===== src/rtl/ofdm_symbol_scheduler.sv =====
// rtl/ofdm_symbol_scheduler.sv - drops preamble and cyclic prefixes, forwards FFT-sized symbols with strobes
module ofdm_symbol_scheduler #(
  parameter int PREAMBLE_LEN = 320,
  parameter int CP_LEN       = 16,
  parameter int FFT_LEN      = 64,
  parameter int DRAIN_CYCLES = 91,
  parameter int DW           = 12
) (
  input  logic          clk,
  input  logic          reset,
  input  logic          frame_start,
  input  logic [7:0]    n_sym,
  input  logic          valid_in,
  input  logic [DW-1:0] data_in_re,
  input  logic [DW-1:0] data_in_im,
  output logic [DW-1:0] data_out_re,
  output logic [DW-1:0] data_out_im,
  output logic          valid_out,
  output logic          sym_start,
  output logic          sym_end,
  output logic          last_symbol,
  output logic          frame_done,
  output logic          busy
);

  typedef enum logic [2:0] {S_IDLE, S_PRE, S_CP, S_DATA, S_DRAIN, S_DONE} state_e;

  localparam logic [8:0] PRE_LAST   = 9'(PREAMBLE_LEN - 1);
  localparam logic [6:0] CP_LAST    = 7'(CP_LEN - 1);
  localparam logic [6:0] FFT_LAST   = 7'(FFT_LEN - 1);
  localparam logic [6:0] DRAIN_LAST = 7'(DRAIN_CYCLES - 1);

  state_e        state_q;
  logic [8:0]    pre_cnt_q;
  logic [6:0]    cnt_q;
  logic [6:0]    drain_cnt_q;
  logic [7:0]    sym_left_q;
  logic [DW-1:0] data_re_q, data_im_q;
  logic          valid_q, sym_start_q, sym_end_q, last_symbol_q, frame_done_q, busy_q;

  always_ff @(posedge clk or negedge reset) begin
    if (!reset) begin
      state_q       <= S_IDLE;
      pre_cnt_q     <= '0;
      cnt_q         <= '0;
      drain_cnt_q   <= '0;
      sym_left_q    <= '0;
      data_re_q     <= '0;
      data_im_q     <= '0;
      valid_q       <= 1'b0;
      sym_start_q   <= 1'b0;
      sym_end_q     <= 1'b0;
      last_symbol_q <= 1'b0;
      frame_done_q  <= 1'b0;
      busy_q        <= 1'b0;
    end else begin
      valid_q      <= 1'b0;
      sym_start_q  <= 1'b0;
      sym_end_q    <= 1'b0;
      frame_done_q <= 1'b0;
      // A new frame_start always wins, aborting whatever frame is in flight.
      if (frame_start) begin
        state_q       <= S_PRE;
        sym_left_q    <= n_sym;
        pre_cnt_q     <= '0;
        cnt_q         <= '0;
        drain_cnt_q   <= '0;
        last_symbol_q <= 1'b0;
        busy_q        <= 1'b1;
      end else begin
        case (state_q)
          S_IDLE: busy_q <= 1'b0;
          S_PRE: if (valid_in) begin
            if (pre_cnt_q == PRE_LAST) begin
              pre_cnt_q <= '0;
              cnt_q     <= '0;
              if (sym_left_q != 8'd0) begin
                state_q <= S_CP;
              end else begin
                state_q      <= S_DONE;
                frame_done_q <= 1'b1;
              end
            end else begin
              pre_cnt_q <= pre_cnt_q + 9'd1;
            end
          end
          S_CP: if (valid_in) begin
            if (cnt_q == CP_LAST) begin
              cnt_q   <= '0;
              state_q <= S_DATA;
            end else begin
              cnt_q <= cnt_q + 7'd1;
            end
          end
          S_DATA: if (valid_in) begin
            valid_q     <= 1'b1;
            data_re_q   <= data_in_re;
            data_im_q   <= data_in_im;
            sym_start_q <= (cnt_q == 7'd0);
            if (cnt_q == 7'd0 && sym_left_q == 8'd1) last_symbol_q <= 1'b1;
            if (cnt_q == FFT_LAST) begin
              sym_end_q  <= 1'b1;
              sym_left_q <= sym_left_q - 8'd1;
              cnt_q      <= '0;
              if (sym_left_q == 8'd1) begin
                state_q     <= S_DRAIN;
                drain_cnt_q <= '0;
              end else begin
                state_q <= S_CP;
              end
            end else begin
              cnt_q <= cnt_q + 7'd1;
            end
          end
          S_DRAIN: begin
            if (drain_cnt_q == DRAIN_LAST) begin
              drain_cnt_q   <= '0;
              last_symbol_q <= 1'b0;
              state_q       <= S_DONE;
              frame_done_q  <= 1'b1;
            end else begin
              drain_cnt_q <= drain_cnt_q + 7'd1;
            end
          end
          S_DONE: begin
            state_q <= S_IDLE;
            busy_q  <= 1'b0;
          end
          default: state_q <= S_IDLE;
        endcase
      end
    end
  end

  assign data_out_re = data_re_q;
  assign data_out_im = data_im_q;
  assign valid_out   = valid_q;
  assign sym_start   = sym_start_q;
  assign sym_end     = sym_end_q;
  assign last_symbol = last_symbol_q;
  assign frame_done  = frame_done_q;
  assign busy        = busy_q;

endmodule


===== config.mk =====
export PLATFORM = sky130hd
export DESIGN_NAME = ofdm_symbol_scheduler
export DESIGN_NICKNAME = d
export VERILOG_FILES = /design/src/rtl/ofdm_symbol_scheduler.sv
export SDC_FILE = /design/constraint.sdc
export NUM_CORES = 1
export LEC_CHECK = 0
export ABC_AREA = 1
export CAP_MARGIN = 20
export CORE_ASPECT_RATIO = 0.9
export CORE_MARGIN = 5
export CORE_UTILIZATION = 35
export CTS_BUF_LIST = sky130_fd_sc_hd__clkbuf_4 sky130_fd_sc_hd__clkbuf_8
export DETAILED_ROUTE_END_ITERATION = 8
export PLACE_DENSITY_LB_ADDON = 0.12
export SYNTH_ARGS = -nofsm -noshare
export SYNTH_HDL_FRONTEND = slang
export SYNTH_SLANG_ARGS = --single-unit
export TNS_END_PERCENT = 30

===== constraint.sdc =====
create_clock -name clk -period 3.07 [get_ports clk]
set_input_delay 0.307 -clock clk [delete_from_list [all_inputs] [get_ports clk]]
set_output_delay 0.307 -clock clk [all_outputs]
set_load 0.1 [all_outputs]

==> flow_metrics.tcl, run 1 <==
set metrics [dict create \
    vias 2913 \
    final_hold_viol_count 0 \
    path_cells "clkdlybuf4s50_1" \
    fin_skew_ns 0.0127 \
    synth.top_cell.area_share_pct 47.5 \
    cp-startpoint "data_out_im[2]$_DFFE_PN0P_" \
    critPathArrivalTime_ns 1.85 \
    grt_max_degree 65 \
    slowest_delay_ns 1.15 \
    firstDrtPassIters 4 \
    rows 34 \
    cts_root_buffer "clkbuf_8" \
    fp.dieW_um 114 \
    setup_ws_ns 0.915 \
    postCtsHoldBufs 0 \
    cp_max_fo 2 \
    min_period_ns 2.15 \
    critPathRequiredTime_ns 2.76 \
    drv_slew 0 \
    synth_area_leaders "dfrtp_1 47%, nand2_1 19%, nand3_1 4.6%, inv_1 4.6%, o21ai_0 4.0%" \
    wl_per_cell_um 12.1 \
    ys_warn_count 0 \
    syn_nets 485 \
    path_depth 1 \
    worst_slew_pin_slew_ns 0.989 \
    clk_path_buf_depth 2 \
    cts_num_sinks 64 \
    yosysTopAreaCell "dfrtp_1" \
    async_flop_share_pct 100 \
    n_antenna_cell 0 \
    multiInputGateArea_sq_um 1530 \
    min_period_over_period_pct 70.2 \
    avgSynthCellArea_sq_um 7.65 \
    power_density_nw_per_um2 917 \
    track_usage_pct 14.1 \
    met2_length_mm 3.61 \
    clk_pin_slew_worst_paths_ns 0.08 \
    grt_pass1_wl_mm 13.3 \
    postCtsSetupBuffers 0 \
    synthTopCellsByCount "172 x nand2_1, 64 x dfrtp_1, 41 x inv_1" \
    drt_iter0_markers 212 \
    cp_top_family "buffers and inverters" \
    peakVddDrop_v 0.000632 \
    syn_inst 441 \
    synth_edf_count 0 \
    drt-total-wl_mm 7.82 \
    drv_cap 0 \
    grt_pass1_vias 2762 \
    antenna_found_initial 0 \
    gp_congestion 0.834 \
    ys_seq_elements 64 \
    power_leakage_nw 2.14 \
    cts_made_buffers 9 \
    drc 0 \
    critical_path_class "reg2out" \
    status "completed" \
    fin_nets 557 \
    relSlewSlack_pct 33.9 \
    rsz0062_at_grt "no" \
    clock_latency_ns 0.34 \
    register_area_sq_um 1600 \
    top_layer "met4" \
    cts_tree "built" \
    synth.most_common_cell "nand2_1" \
    reg2reg_depth 7 \
    nFillCells 992 \
    die_area_sq_um 11700 \
    drive_gt1_share_pct 7.34 \
    postRouteAntennaNets 0 \
    reg2reg_to "cnt_q[6]$_DFFE_PN0P_" \
    timing.fmax_ghz 0.464 \
    die_h_um 103 \
    ios 66 \
    fin_setup_tns_ns 0 \
    r2r_slack_ns 1.25 \
    min_path_type "in2async" \
    startpoint_type "flop" \
    drt-met1-wl_mm 3.82 \
    hpwl_mm 5.66 \
    rr_startpoint "pre_cnt_q[0]$_DFFE_PN0P_" \
    cts_resized 0 \
    port_buffers 65 \
    ys.flop_type "dfrtp_1" \
    core-area_sq_um 9530 \
    h-tree-depth 3 \
    finalSetupViolCount 0 \
    overflow 0 \
    worstSetupEndpoint "data_out_im[2]" \
    ys_seq_area_share_pct 47.5 \
    wl_met3_um 305 \
    critPathSlowestCell "clkdlybuf4s50_1" \
    vias_per_cell 4.52 \
    mappedNetlistArea_sq_um 3370 \
    end_kind "primary output" \
    syn2layout_area_growth_pct 28.6 \
    yosysUniqueCellTypes 35 \
    start_util_pct 35.4 \
    critical_path_buf_inv_count 1 \
    dp_worst_setup_slack_ns 0.926 \
]
[how the worst min path moves through the flow]
| stage | depth (start not counted) | slack, ns | end |
|---|---|---|---|
| floorplan | 0 | 0.01 | busy$_DFFE_PN0P_ |
| global route | 2 | 0.22 | cnt_q[4]$_DFFE_PN0P_ |
| finish | 2 | 0.14 | cnt_q[4]$_DFFE_PN0P_ |
| global placement | 2 | 0.45 | data_out_im[10]$_DFFE_PN0P_ |
| detailed placement | 2 | 0.46 | data_out_re[8]$_DFFE_PN0P_ |
| CTS | 2 | 0.17 | cnt_q[4]$_DFFE_PN0P_ |
[where the power goes]
| group | total (mW) | switching [mW] | internal [mW] |
|---|---|---|---|
| logic | 2.09 | 1.62 | 0.468 |
| clock network | 0.730 | 0.325 | 0.405 |
| registers | 1.16 | 0.123 | 1.03 |
| total | 3.98 | 2.07 | 1.91 |
[routing by layer]
metal / vias to the layer above / global-route usage [%]
met5: - / 0
li1: 1546 / -
met4: 0 / 4.71
met3: 7 / 3.93
met1: 1318 / 19.2
met2: 42 / 21.7
[stage by stage]
stage | cell area (sq um) | utilization [%] | cells | total power [mW] | hold WS [ns]
finish | 4340 | 45.5 | 644 | 3.98 | 0.137
global placement | 4140 | 43.4 | 628 | 3.27 | 0.452
floorplan | 3370 | - | 441 | 2.76 | 0.0114
detailed placement | 4140 | 43.4 | 628 | 3.28 | 0.458
CTS | 4340 | 45.5 | 644 | 4.03 | 0.165
global route | 4340 | 45.5 | 644 | 4.20 | 0.224
[layout make-up]
class,instances,area share (%)
tap,126,3.63
timing repair buffer,69,15.4
inverter,46,4.09
multi-input combinational,323,35.3
sequential,64,36.9
clock inverter,5,1.30
clock buffer,11,3.34
[layout by cell type, fill, tap and decap left out, drive strengths merged, types with 6 or more instances in the layout]
cell | Yosys | final
dfrtp | 64 | 64
buf | 7 | 8
clkdlybuf4s50 | 0 | 61
clkbuf | 1 | 11
nand3 | 31 | 31
ha | 8 | 8
a21oi | 7 | 7
xor2 | 7 | 7
inv | 46 | 46
nand2 | 174 | 174
o21ai | 30 | 30
nor3 | 6 | 6
nor2 | 38 | 38
nand4 | 6 | 6
[cells by family after synthesis]
| kind of cell | after synthesis | share of synthesized area, % |
|---|---|---|
| AO/OA/AOI/OAI | 47 | 7.56 |
| XOR/XNOR | 8 | 2.08 |
| flip-flops | 64 | 47.5 |
| buffers and inverters | 54 | 7.08 |
| adder cells (fa/ha/maj) | 8 | 2.97 |
| AND/OR/NAND/NOR | 259 | 32.6 |
| multiplexers | 1 | 0.297 |
[flip-flops by register name (all words and copies together) (netlist names)]
| signal | count |
|---|---|
| last_symbol | 1 |
| state_q | 3 |
| busy | 1 |
| valid_out | 1 |
| sym_end | 1 |
| sym_left_q | 8 |
| data_out_re | 12 |
| cnt_q | 7 |
| frame_done | 1 |
| drain_cnt_q | 7 |
| pre_cnt_q | 9 |
| data_out_im | 12 |
| sym_start | 1 |
(Power assumes the default switching activity.)
==> inputs of run 2 (changes only) <==
- clock period: 3.07 -> 2.2 ns (I/O delays scaled with it)
==> run 2 against run 1 <==
  * Critical path depth increased by 7
  * Sequential share of layout area shrank 0.25 points
  * Cell count rose by 0.62%
  * Global-route usage up 0.21 points
  * Clock power grew 75%
  * Via count increased by 2.1%
  * Clock skew fell by 0.0059 ns
  * Worst hold slack better by 0.27 ns
  * First-iteration DRC count down 52%
  * Critical endpoint is now drain_cnt_q[4]$_DFFE_PN0P_
  * Wire length up 3.6%
==> flow_metrics.tcl, run 2 (synthesis gave the netlist of run 1 again) <==
set metrics [dict create \
    fin_skew_ns 0.00678 \
    n_antenna_cell 0 \
    grtUsageMet3_pct 2.76 \
    cts_resized 0 \
    critPathArrivalTime_ns 1.97 \
    power_leakage_nw 2.23 \
    ios 66 \
    fin_setup_tns_ns 0 \
    port_buffers 65 \
    relSlewSlack_pct 56.0 \
    drv_cap 0 \
    cp_max_fo 6 \
    die_h_um 103 \
    drt-total-wl_mm 8.09 \
    postCtsHoldBufs 1 \
    gp_congestion 0.828 \
    hpwl_mm 5.92 \
    rsz0062_at_grt "no" \
    track_usage_pct 14.3 \
    status "completed" \
    drt_iter0_markers 102 \
    vias_per_cell 4.59 \
    layout_common_cells "172 x nand2_1, 64 x dfrtp_1, 41 x inv_1" \
    final_hold_viol_count 0 \
    grt.met1_usage_pct 19.1 \
    grt_pass1_vias 2885 \
    clock_latency_ns 0.34 \
    grt_max_degree 41 \
    drive_gt1_share_pct 13.0 \
    power_density_nw_per_um2 1320 \
    postCtsSetupBuffers 0 \
    clk_pin_slew_worst_paths_ns 0.08 \
    total_power_mw 5.76 \
    fp.dieW_um 114 \
    rows 34 \
    die_area_sq_um 11700 \
    cts_root_buffer "clkbuf_8" \
    cts_num_sinks 64 \
    postRouteAntennaNets 0 \
    h-tree-depth 3 \
    overflow 0 \
    min_period_ns 1.70 \
    syn2layout_area_growth_pct 29.5 \
    vias 2973 \
    start_util_pct 35.4 \
    mostFrequentLayoutCell "nand2_1" \
    startpoint_type "flop" \
    worst_slew_pin_slew_ns 0.661 \
    core-area_sq_um 9530 \
    grt_util_met2_pct 23.3 \
    timing.fmax_ghz 0.587 \
    antenna_found_initial 0 \
    finalSetupViolCount 0 \
    cts_made_buffers 9 \
    peakVddDrop_v 0.000872 \
    wl_per_cell_um 12.5 \
    min_period_over_period_pct 77.5 \
    min_path_type "in2reg" \
    critical_path_class "reg2reg" \
    critPathRequiredTime_ns 2.47 \
    grt_pass1_wl_mm 13.5 \
    busiest_layer "met2" \
    drv_slew 0 \
    end_kind "flop" \
    drc 0 \
    clk_path_buf_depth 2 \
    firstDrtPassIters 4 \
    fin_nets 561 \
    cts_tree "built" \
]
## run 2: final timing paths
kind	end	depth (start not counted)	from	slack [ns]
hold / removal	data_out_re[9]$_DFFE_PN0P_	3	data_in_re[9]	0.41
setup / recovery	drain_cnt_q[4]$_DFFE_PN0P_	8	cnt_q[0]$_DFFE_PN0P_	0.50
setup reg to reg	drain_cnt_q[4]$_DFFE_PN0P_	8	cnt_q[0]$_DFFE_PN0P_	0.50
max in group asynchronous	sym_start$_DFF_PN0_	3	reset	1.12
min in group asynchronous	sym_left_q[6]$_DFFE_PN0P_	2	reset	0.44
hold reg to reg	data_out_re[4]$_DFFE_PN0P_	2	data_out_re[4]$_DFFE_PN0P_	0.47
## run 2: area by class of cell
class | count | area (sq um)
multi-input cells | 323 | 1530
clock inverters | 6 | 116
fillers | 952 | 5160
inverters | 46 | 178
repair buffers | 73 | 646
flip-flops and latches | 64 | 1600
clock buffers | 10 | 138
well taps | 126 | 158
## run 2: worst max-delay path, stage by stage, from the launching register on
cell	delay [ns]
dfrtp_1	0.43
ha_1	0.24
nand3_1	0.13
inv_1	0.10
nand2_1	0.14
nand3_1	0.12
nand3_1	0.24
inv_1	0.09
o21ai_1	0.13
## run 2: power breakdown
part | total [mW] | leakage [nW] | switching, mW | internal [mW]
Sequential | 1.62 | 0.835 | 0.178 | 1.44
Combinational | 2.86 | 1.26 | 2.27 | 0.587
Clock | 1.28 | 0.127 | 0.495 | 0.790
Total | 5.76 | 2.23 | 2.94 | 2.82
## run 2: layer usage
metal	vias up	wire (um)	part of all wire, %
li1	1555	-	-
met1	1367	3900	48
met2	44	3860	48
met3	7	258	3.2
met4	0	81	1.0
met5	-	0	0
## run 2: stage by stage
| stage | setup WS, ns | hold slack [ns] | cells | utilization, % | area [sq um] |
|---|---|---|---|---|---|
| floorplan | 0.704 | -0.0756 | 441 | - | 3370 |
| global placement | 0.451 | 0.281 | 631 | 43.1 | 4110 |
| detailed placement | 0.416 | 0.294 | 631 | 43.1 | 4110 |
| CTS | 0.500 | 0.391 | 648 | 45.9 | 4370 |
| global route | 0.260 | 0.400 | 648 | 45.9 | 4370 |
| finish | 0.496 | 0.406 | 648 | 45.9 | 4370 |
==> inputs of run 3 (changes only) <==
- clock period: 2.2 -> 1.4 ns (I/O delays scaled with it)
==> run 3 against run 2 <==
  * The flow now finishes with violations (setup timing)
  * Core utilization grew 12 points
  * Combinational power rose by 110%
  * Die area is the same
  * Sequential power increased by 67%
  * Sequential cell count did not move
  * Clock-buffer cell count grew 1
  * Clock skew is essentially flat
  * Sequential share of layout area fell by 7.7 points
  * Register-to-register slack lost 0.61 ns
  * Cell count grew 11%
==> flow_metrics.tcl, run 3 (synthesis gave the netlist of run 1 again) <==
set metrics [dict create \
    status "finished with violations" \
    violations "setup timing" \
    postRouteAntennaNets 0 \
    wl_per_cell_um 13.3 \
    start_util_pct 35.4 \
    worst_path_most_repeated_cell "nand2_1" \
    finalSetupViolCount 50 \
    min_period_over_period_pct 108 \
    fin_skew_ns 0.00703 \
    cts_num_sinks 64 \
    instances_no_fill 719 \
    cp_max_fo 12 \
    relSlewSlack_pct 75.3 \
    rows 34 \
    reg2reg_depth 9 \
    layout_common_cells "153 x nand2_1, 70 x buf_4, 64 x dfrtp_1" \
    hpwl_mm 6.77 \
    cts_made_buffers 9 \
    drt-met1-wl_mm 4.30 \
    h-tree-depth 3 \
    total_power_mw 10.3 \
    power_leakage_nw 2.72 \
    critPathArrivalTime_ns 1.79 \
    grt_pass1_vias 3163 \
    r2r_slack_ns -0.11 \
    end_kind "flop" \
    track_usage_pct 15.8 \
    grt_max_degree 34 \
    die_area_sq_um 11700 \
    final_hold_viol_count 0 \
    firstDrtPassIters 4 \
    power_density_nw_per_um2 1870 \
    timing.fmax_ghz 0.663 \
    slowest_delay_ns 0.39 \
    ios 66 \
    port_buffers 65 \
    mostFrequentLayoutCell "nand2_1" \
    drv_cap 0 \
    peakVddDrop_v 0.00131 \
    critPathSlowestCell "dfrtp_1" \
    clk_path_buf_depth 2 \
    syn2layout_area_growth_pct 63.7 \
    core-area_sq_um 9530 \
    overflow 0 \
    fin_nets 632 \
    worst_slew_pin_slew_ns 0.371 \
    fp.dieW_um 114 \
    die_h_um 103 \
    drive_gt1_share_pct 31.9 \
    drc 0 \
    min_path_type "in2async" \
    drv_slew 0 \
    rsz0062_at_grt "yes" \
    setup_ws_ns -0.109 \
    critical_path_class "reg2reg" \
    startpoint_type "flop" \
    reg2reg_to "data_out_im[0]$_DFFE_PN0P_" \
    grt_pass1_wl_mm 14.9 \
    clk_pin_slew_worst_paths_ns 0.07 \
    n_antenna_cell 0 \
    wl_met3_um 424 \
    drt_iter0_markers 146 \
    critPathRequiredTime_ns 1.68 \
    clock_latency_ns 0.34 \
    cts_tree "built" \
    vias_per_cell 4.61 \
    met2_length_mm 4.72 \
    path_cells "inv_2 -> nand2_4 -> nor2_8 -> inv_4 -> nor3_4 -> buf_12 -> clkbuf_16 -> nand2_1 -> nand2_1" \
    top_layer "met4" \
    gp_congestion 0.901 \
    rr_startpoint "state_q[2]$_DFFE_PN0P_" \
    cts_root_buffer "clkbuf_8" \
    drt-total-wl_mm 9.53 \
    place_inst 690 \
    antenna_found_initial 0 \
    vias 3314 \
    min_period_ns 1.51 \
]
==> run 3: critical path: cells and delay by family (launching register included) <==
kind | cells | cell delay [ns]
and+or+nand+nor | 5 | 0.58
DFF | 1 | 0.39
buffers and inverters | 4 | 0.47
==> run 3: cell type report <==
type                       instances  area [sq um]
timing repair buffer             144          1630
sequential                        64          1600
tap                              126           158
multi-input combinational        323          1740
clock inverter                     5          56.3
fill                             878          4010
inverter                          46           190
clock buffer                      11           145
==> run 3: layer usage <==
| layer | GRT usage [%] | vias to the layer above |
|---|---|---|
| li1 | - | 1696 |
| met1 | 21.1 | 1550 |
| met2 | 25.6 | 61 |
| met3 | 4.28 | 7 |
| met4 | 3.97 | 0 |
| met5 | 0 | - |
==> run 3: how the worst max path moves through the flow <==
stage | startpoint | depth (start not counted) | endpoint
after detailed placement | frame_start | 11 | state_q[0]$_DFFE_PN0P_
after CTS | state_q[1]$_DFFE_PN0P_ | 7 | pre_cnt_q[6]$_DFFE_PN0P_
after global placement | frame_start | 11 | state_q[1]$_DFFE_PN0P_
after global routing | cnt_q[1]$_DFFE_PN0P_ | 9 | state_q[1]$_DFFE_PN0P_
final | state_q[2]$_DFFE_PN0P_ | 9 | data_out_im[0]$_DFFE_PN0P_
after floorplan | state_q[2]$_DFFE_PN0P_ | 9 | data_out_im[11]$_DFFE_PN0P_
==> run 3: what timing repair did <==
item                                    in CTS  in global routing
hold buffers                                 1                  0
cloned                                       0                  2
pin swaps                                   11                 22
buffers inserted                             5                  5
gates resized for setup                     36                 41
endpoints found under the hold margin       11                  0
endpoints found under the setup margin      57                 62
==> run 3: through the flow <==
step / cell area (sq um) / util [%] / setup WS, ns / setup TNS, ns / hold slack (ns)
after floorplan: 3370 / - / -0.0959 / -2.31 / -0.156
after global placement: 4950 / 51.9 / -0.205 / -7.91 / 0.0789
after detailed placement: 4950 / 51.9 / -0.260 / -8.60 / 0.0806
after CTS: 5300 / 55.6 / -0.0712 / -1.90 / 0.231
after global routing: 5520 / 58.0 / -0.216 / -8.01 / 0.261
final: 5520 / 58.0 / -0.109 / -3.35 / 0.238
==> run 3: power breakdown <==
group	switching [mW]	internal [mW]	leakage, nW	total [mW]
Clock	0.741	0.888	0.103	1.63
Combinational	3.82	2.17	1.79	5.99
Sequential	0.437	2.27	0.835	2.71
Total	5.00	5.33	2.72	10.3
